[src/rtl/m68k_bus_pkg.sv]
// Shared types and constants for the 68000 bus master.
// State enum, RW encoding, timeout default, byte-enable helper.
package m68k_bus_pkg;

  typedef enum logic [3:0] {
    IDLE, S0, S1, S2, S3, S4, S5, S6, S7, W1, W2
  } state_t;

  localparam logic RW_READ  = 1'b1;
  localparam logic RW_WRITE = 1'b0;

  localparam int TIMEOUT_WAITS_DEF = 64;
  localparam int WCNT_INT_W        = 16;

  // No enables at all means a full word access.
  function automatic logic [1:0] norm_be(
    input logic [1:0] be
  );
    return (be == 2'b00) ? 2'b11 : be;
  endfunction

endpackage

[src/rtl/m68k_bus_watchdog.sv]
// Wait-state counter, saturating WAIT_COUNT and timeout compare.
// Ports: i_clk/i_rst, i_clr/i_inc/i_upd controls, o_timeout, o_wait_count.
module m68k_bus_watchdog
  import m68k_bus_pkg::*;
#(
  parameter int TIMEOUT_WAITS = TIMEOUT_WAITS_DEF,
  parameter int WCNT_W        = 8
) (
  input  logic              i_clk,
  input  logic              i_rst,
  input  logic              i_clr,
  input  logic              i_inc,
  input  logic              i_upd,
  output logic              o_timeout,
  output logic [WCNT_W-1:0] o_wait_count
);

  localparam logic [WCNT_INT_W-1:0] LIMIT =
    WCNT_INT_W'(TIMEOUT_WAITS);
  localparam logic [WCNT_INT_W-1:0] SAT =
    WCNT_INT_W'({WCNT_W{1'b1}});

  logic [WCNT_INT_W-1:0] r_cnt;

  always_ff @(posedge i_clk) begin
    if (i_rst) begin
      r_cnt        <= '0;
      o_wait_count <= '0;
    end else begin
      if (i_clr) begin
        r_cnt <= '0;
      end else if (i_inc && r_cnt != LIMIT) begin
        r_cnt <= r_cnt + 1'b1;
      end
      if (i_upd) begin
        if (r_cnt > SAT) o_wait_count <= '1;
        else o_wait_count <= r_cnt[WCNT_W-1:0];
      end
    end
  end

  assign o_timeout = (r_cnt >= LIMIT);

endmodule

[src/rtl/m68k_bus_master.sv]
// 68000-style bus cycle initiator: S0..S7 with nDTACK wait pairs.
// Ports: REQ_* request in, ACK/BERR/RDATA/WAIT_COUNT out, A/D/strobes bus.
// Optional bus-error timeout: define M68K_BUS_TIMEOUT_EN.
module m68k_bus_master
  import m68k_bus_pkg::*;
#(
  parameter int TIMEOUT_WAITS = TIMEOUT_WAITS_DEF,
  parameter int WCNT_W        = 8
) (
  input  logic              CLK_68KCLK,
  input  logic              RESET,
  input  logic              REQ,
  input  logic              REQ_RW,
  input  logic [22:0]       REQ_ADDR,
  input  logic [15:0]       REQ_WDATA,
  input  logic [1:0]        REQ_BE,
  output logic              ACK,
  output logic              BERR,
  output logic [15:0]       RDATA,
  output logic [WCNT_W-1:0] WAIT_COUNT,
  output logic [22:0]       A,
  output logic [15:0]       D_OUT,
  output logic              D_OE,
  input  logic [15:0]       D_IN,
  output logic              nAS,
  output logic              nUDS,
  output logic              nLDS,
  output logic              RW,
  input  logic              nDTACK
);

  state_t      r_state;
  logic        r_rw;
  logic [22:0] r_addr;
  logic [15:0] r_wdata;
  logic [1:0]  r_be;
  logic        r_to;
  logic        r_ack;
  logic        r_berr;
  logic [15:0] r_rdata;
  logic [22:0] r_a;
  logic [15:0] r_dout;
  logic        r_doe;
  logic        r_nas;
  logic        r_nuds;
  logic        r_nlds;
  logic        r_rwo;

  logic              w_sample;
  logic              w_clr;
  logic              w_inc;
  logic              w_upd;
  logic              w_timeout;
  logic [WCNT_W-1:0] w_wait_count;

  // W2 closes a wait pair and re-samples nDTACK in place of S4,
  // so each wait costs exactly one CPU clock (two states).
  assign w_sample = (r_state == S4) || (r_state == W2);
  assign w_clr    = (r_state == S0);
  assign w_inc    = w_sample && nDTACK && !w_timeout;
  assign w_upd    = (r_state == S7);

`ifdef M68K_BUS_TIMEOUT_EN
  m68k_bus_watchdog #(
    .TIMEOUT_WAITS (TIMEOUT_WAITS),
    .WCNT_W        (WCNT_W)
  ) u_wdog (
    .i_clk        (CLK_68KCLK),
    .i_rst        (RESET),
    .i_clr        (w_clr),
    .i_inc        (w_inc),
    .i_upd        (w_upd),
    .o_timeout    (w_timeout),
    .o_wait_count (w_wait_count)
  );
`else
  localparam logic [WCNT_INT_W-1:0] SAT =
    WCNT_INT_W'({WCNT_W{1'b1}});

  logic [WCNT_INT_W-1:0] r_wcnt;
  logic [WCNT_W-1:0]     r_wait_count;

  always_ff @(posedge CLK_68KCLK) begin
    if (RESET) begin
      r_wcnt       <= '0;
      r_wait_count <= '0;
    end else begin
      if (w_clr) begin
        r_wcnt <= '0;
      end else if (w_inc && r_wcnt != '1) begin
        r_wcnt <= r_wcnt + 1'b1;
      end
      if (w_upd) begin
        if (r_wcnt > SAT) r_wait_count <= '1;
        else r_wait_count <= r_wcnt[WCNT_W-1:0];
      end
    end
  end

  assign w_timeout    = 1'b0;
  assign w_wait_count = r_wait_count;
`endif

  always_ff @(posedge CLK_68KCLK) begin
    if (RESET) begin
      r_state <= IDLE;
      r_rw    <= RW_READ;
      r_addr  <= '0;
      r_wdata <= '0;
      r_be    <= 2'b11;
      r_to    <= 1'b0;
      r_ack   <= 1'b0;
      r_berr  <= 1'b0;
      r_rdata <= '0;
      r_a     <= '0;
      r_dout  <= '0;
      r_doe   <= 1'b0;
      r_nas   <= 1'b1;
      r_nuds  <= 1'b1;
      r_nlds  <= 1'b1;
      r_rwo   <= RW_READ;
    end else begin
      r_ack  <= 1'b0;
      r_berr <= 1'b0;
      unique case (r_state)
        IDLE: begin
          r_nas  <= 1'b1;
          r_nuds <= 1'b1;
          r_nlds <= 1'b1;
          r_rwo  <= RW_READ;
          r_doe  <= 1'b0;
          if (REQ) begin
            r_rw    <= REQ_RW;
            r_addr  <= REQ_ADDR;
            r_wdata <= REQ_WDATA;
            r_be    <= norm_be(REQ_BE);
            r_state <= S0;
          end
        end
        S0: begin
          r_a     <= r_addr;
          r_rwo   <= r_rw;
          r_to    <= 1'b0;
          r_state <= S1;
        end
        S1: r_state <= S2;
        S2: begin
          r_nas <= 1'b0;
          if (r_rw == RW_READ) begin
            r_nuds <= ~r_be[1];
            r_nlds <= ~r_be[0];
          end else begin
            r_doe  <= 1'b1;
            r_dout <= r_wdata;
          end
          r_state <= S3;
        end
        S3: begin
          if (r_rw == RW_WRITE) begin
            r_nuds <= ~r_be[1];
            r_nlds <= ~r_be[0];
          end
          r_state <= S4;
        end
        S4, W2: begin
          if (!nDTACK) begin
            r_state <= S5;
          end else if (w_timeout) begin
            r_to    <= 1'b1;
            r_state <= S7;
          end else begin
            r_state <= W1;
          end
        end
        W1: r_state <= W2;
        S5: r_state <= S6;
        S6: begin
          if (r_rw == RW_READ) r_rdata <= D_IN;
          r_state <= S7;
        end
        S7: begin
          r_nas   <= 1'b1;
          r_nuds  <= 1'b1;
          r_nlds  <= 1'b1;
          r_ack   <= 1'b1;
          r_berr  <= r_to;
          r_doe   <= 1'b0;
          r_rwo   <= RW_READ;
          r_state <= IDLE;
        end
        default: r_state <= IDLE;
      endcase
    end
  end

  assign ACK        = r_ack;
  assign BERR       = r_berr;
  assign RDATA      = r_rdata;
  assign WAIT_COUNT = w_wait_count;
  assign A          = r_a;
  assign D_OUT      = r_dout;
  assign D_OE       = r_doe;
  assign nAS        = r_nas;
  assign nUDS       = r_nuds;
  assign nLDS       = r_nlds;
  assign RW         = r_rwo;

endmodule

[config.mk]
export PLATFORM = sky130hd
export DESIGN_NAME = m68k_bus_master
export DESIGN_NICKNAME = d
export VERILOG_FILES = /design/src/rtl/m68k_bus_pkg.sv /design/src/rtl/m68k_bus_watchdog.sv /design/src/rtl/m68k_bus_master.sv
export SDC_FILE = /design/constraint.sdc
export NUM_CORES = 1
export LEC_CHECK = 0
export CORE_UTILIZATION = 35
export DETAILED_ROUTE_END_ITERATION = 7
export GPL_TIMING_DRIVEN = 0
export SETUP_SLACK_MARGIN = 0.1
export SYNTH_ARGS = -nofsm -noshare
export SYNTH_HDL_FRONTEND = slang
export SYNTH_SLANG_ARGS = --single-unit
[constraint.sdc]
create_clock -name CLK_68KCLK -period 1.6 [get_ports CLK_68KCLK]
set_input_delay 0.32 -clock CLK_68KCLK [delete_from_list [all_inputs] [get_ports CLK_68KCLK]]
set_output_delay 0.32 -clock CLK_68KCLK [all_outputs]
set_load 0.05 [all_outputs]
==> impl_summary.md <==
Clocking
The root buffer cell is sky130_fd_sc_hd__clkbuf_16. TritonCTS built the clock tree. The buffer levels on the longest clock path is 2. The number of CTS-inserted buffers is 17. The clock drives 131 sinks. After clock tree synthesis, the clock-pin slew on the worst setup and hold paths is 0.06 ns. Clock latency on the worst-skew pair, taken at its later pin, is 0.42 ns. CTS built an H-tree with a depth of 4.

Synth
The post-synthesis cell type with the largest combined area is sky130_fd_sc_hd__dfxtp_1. After synthesis, the share of flip-flops with an asynchronous set or reset is 0. The number of nets handed over by synthesis was 690. By area the synthesized netlist is led by sky130_fd_sc_hd__dfxtp_1, sky130_fd_sc_hd__nand2_1, sky130_fd_sc_hd__a21oi_1, sky130_fd_sc_hd__clkbuf_1, sky130_fd_sc_hd__o221a_2. The most used flip-flop cell after synthesis is sky130_fd_sc_hd__dfxtp_1. The mean instance size in the synthesized netlist is 8.13 sq um. Yosys mapped a number of flops with a built-in enable equal to 0. The commonest cells after synthesis are sky130_fd_sc_hd__nand2_1, sky130_fd_sc_hd__dfxtp_1, sky130_fd_sc_hd__a21oi_1. The number of distinct library cell variants in the gate-level netlist after synthesis is 48. The total of warnings raised by yosys is 0. For this run, the register share of the synthesized area comes to 0.514. The gate count after technology mapping is 627.

The cell area after technology mapping is 5100 sq um. The share of synthesized area in the top cell type comes to 0.514. In the post-synthesis netlist, the cell with the most instances is sky130_fd_sc_hd__nand2_1. Synthesis inferred 131 register bits.

Worst hold path
In this run the most critical hold path is launched from D_IN[11]. The type of the tightest min-delay check is in2reg. The cell depth of the worst min-delay path is 3.

The worst hold path terminates at RDATA[11]$_SDFFE_PP0P_.

Critical path
The highest net fanout along the worst path is 6. STA puts the critical path data required time at 1.90 ns. Traced cell by cell, the critical path runs through buf_4 > nand4bb_4 > a211o_4 > buf_4 > o31ai_2 > a21oi_2. The worst register-to-register path ends at r_wcnt[13]$_SDFFE_PP0P_. Data arrives at the worst endpoint at 2.06 ns.

The category of the worst setup path capture point is a register. In this run the register-to-register setup slack is -0.16 ns. The cell type with the highest occurrence count on the critical path is sky130_fd_sc_hd__buf_4. The worst setup path is of the reg2reg kind.

The standard cell with the maximum stage delay on the critical path is sky130_fd_sc_hd__a211o_4. The largest delay contributor family on the critical path is compound AO/OA/AOI/OAI gates. The largest stage delay on the critical path is 0.40 ns. The count of buffer and inverter cells on the critical path is 2. In this run the critical register-to-register path is launched from r_state[0]$_SDFFE_PP0P_. The worst reg2reg path depth is 6.

STA classifies the critical path startpoint as a register.

Job
The max-cap check violation count is 0.

Run status
The checks that failed: negative setup slack. The flow ran to the end, but the final reports show violations.

Place
Detailed placement finished with a half-perimeter wire length of 9920 um. The count of buffers added on input and output ports is 129. In this run, placement finished with an instance count of 936.

The global placement routability congestion is 0.842. OpenSTA, run right after detailed placement, puts the worst setup slack at -0.604 ns.

Timing
Setup repair after global routing could not meet its margin everywhere. Summed over all failing endpoints, the final setup total negative slack is -1.24 ns. The worst-margin pin slew is 0.770 ns. The clock arrives with 0.00588 ns of skew. The post-route clock period utilization is 1.10. Based on the critical path, the design can be clocked at up to 0.569 GHz.

Setup violations remaining at the end of the flow were counted as 43. The final worst-path setup slack is -0.159 ns. The smallest clock period supported by the final layout is computed as 1.76 ns. The count of final max-slew check failures came to 0. The max-slew headroom at the worst pin is 0.487.

The final-report hold violation count is 0. Across all hold checks on the routed design, the worst slack comes to 0.444 ns.

Detailed routing
The via density per instance is 5.18. The number of design-rule violations left by the first detailed-router iteration is 320. After detailed routing, the average wire length per cell comes to 16.7 um. Summing over every cut layer, the via total after detailed routing is 5337. The antenna violation net count after detailed routing is 0.

The pre-antenna-repair detailed-routing pass consisted of 4 iterations. In the routed design, unresolved DRC markers number 0. The wire length after detailed routing is 17200 um.

Die
The floorplan has 43 rows. The die covers 15100 sq um. The total area inside the core boundary comes to 14000 sq um. The effective utilization at floorplan is 0.363. From left edge to right edge, the die measures 123 um. The number of top-level design ports is 132.

The die is 123 um tall.

Finish
The number of fill cells in the layout is 1059. At the end of the flow, the number of nets in the layout was 901. Of the cells placed in the final design, the portion with a size suffix greater than 1 is 0.452.

The finished layout holds 1031 standard cells, fillers aside. The antenna diode instance count is 0. The layout overhead on the synthesized area is 79.8%. The share of the core filled with cells is 0.653.

Power
The worst voltage drop across the vdd grid is 744 uV. The standby leakage power is 3.37 nW. The power density normalized to cell area is 1020 nW/um^2.

Global routing
Entering global routing, the biggest net connects 17 pins. The overall track demand over capacity in global routing is 0.207. After global routing the overflow that remains totals 0. The via count of the first global-routing pass was 4945. The global-route wire length before repair is 23900 um. The initial antenna violation count is 0.
## area by class of cell
cell class                 instances  area, sq um  area share
buffer                            45          505      0.0551
clock inverter                     8          123      0.0134
clock buffer                      24          502      0.0547
sequential                       131         2660       0.290
timing repair buffer             191         1920       0.209
multi-input combinational        445         3210       0.350
inverter                           7         26.3     0.00287
tap                              180          225      0.0246
## worst reg2reg max path, delay by kind of cell (launching register included)
kind / cells / cell delay, ns
compound gates: 3 / 0.79
buf+inv: 2 / 0.33
flops: 1 / 0.38
simple gates: 1 / 0.16
## cell families (layout without fill, tap and decap cells)
kind of cell	count (synthesis)	in the layout	synth area share
AOI/OAI and AO/OA	152	153	0.174
adders and majority gates	1	1	0.00245
buffers and inverters	52	275	0.0437
DFF	131	131	0.514
muxes	4	4	0.00785
other	1	1	0.000735
and+or+nand+nor	286	286	0.257
## per-layer routing
layer,global-route usage,vias up,share of wire
li1,-,2583,-
met1,0.253,2564,0.42
met2,0.347,168,0.51
met3,0.0572,22,0.052
met4,0.0701,0,0.016
met5,0,-,0
## cell usage in the layout, fill, tap and decap left out, drive strengths merged, types with 11 or more instances in the layout
master and count:
buf 94, nand2 201, a21oi 108, clkbuf 52, dfxtp 131, o21ai 11
clkdlybuf4s15 46, nor2 14, clkdlybuf4s50 59
## flip-flops by register name, summed over array words and instances, names as in the netlist
name	cells
A	23
r_addr	23
D_OUT	16
RDATA	16
r_wcnt	16
r_wdata	16
WAIT_COUNT	8
r_state	4
r_be	2
ACK	1
D_OE	1
RW	1
nAS	1
nLDS	1
nUDS	1
r_rw	1
## power by group
part	internal, W	total, W	switching, W
combinational	0.000858	0.00177	0.000917
sequential	0.00340	0.00353	0.000129
clock	0.00265	0.00407	0.00142
## timing repair
action	in CTS	in global routing
hold buffers	0	0
endpoints found under the setup margin	192	140
resized for setup	347	258
pin swaps	39	104
buffers inserted	33	18
gates cloned	4	8
## per-stage QoR
stage / cell area, sq um / power [W]
2_1_floorplan: 5180 / 0.00417
3_3_place_gp: 6700 / 0.00456
3_5_place_dp: 6700 / 0.00457
4_1_cts: 8200 / 0.00893
5_1_grt: 9170 / 0.00967
6_report: 9170 / 0.00937
## how the worst max path moves through the flow
stage / slack, ns / end / cells after the start / start
final: -0.16 / r_wcnt[13]$_SDFFE_PP0P_ / 6 / r_state[0]$_SDFFE_PP0P_
after global routing: -0.21 / r_wcnt[13]$_SDFFE_PP0P_ / 6 / r_state[0]$_SDFFE_PP0P_
after CTS: -0.07 / r_wcnt[8]$_SDFFE_PP0P_ / 5 / r_state[3]$_SDFFE_PP0P_
after detailed placement: -0.60 / r_wcnt[7]$_SDFFE_PP0P_ / 5 / nDTACK
after global placement: -0.58 / r_wcnt[7]$_SDFFE_PP0P_ / 5 / nDTACK
after floorplan: -0.03 / r_wcnt[7]$_SDFFE_PP0P_ / 5 / r_state[1]$_SDFFE_PP0P_
(Power assumes the default switching activity.)
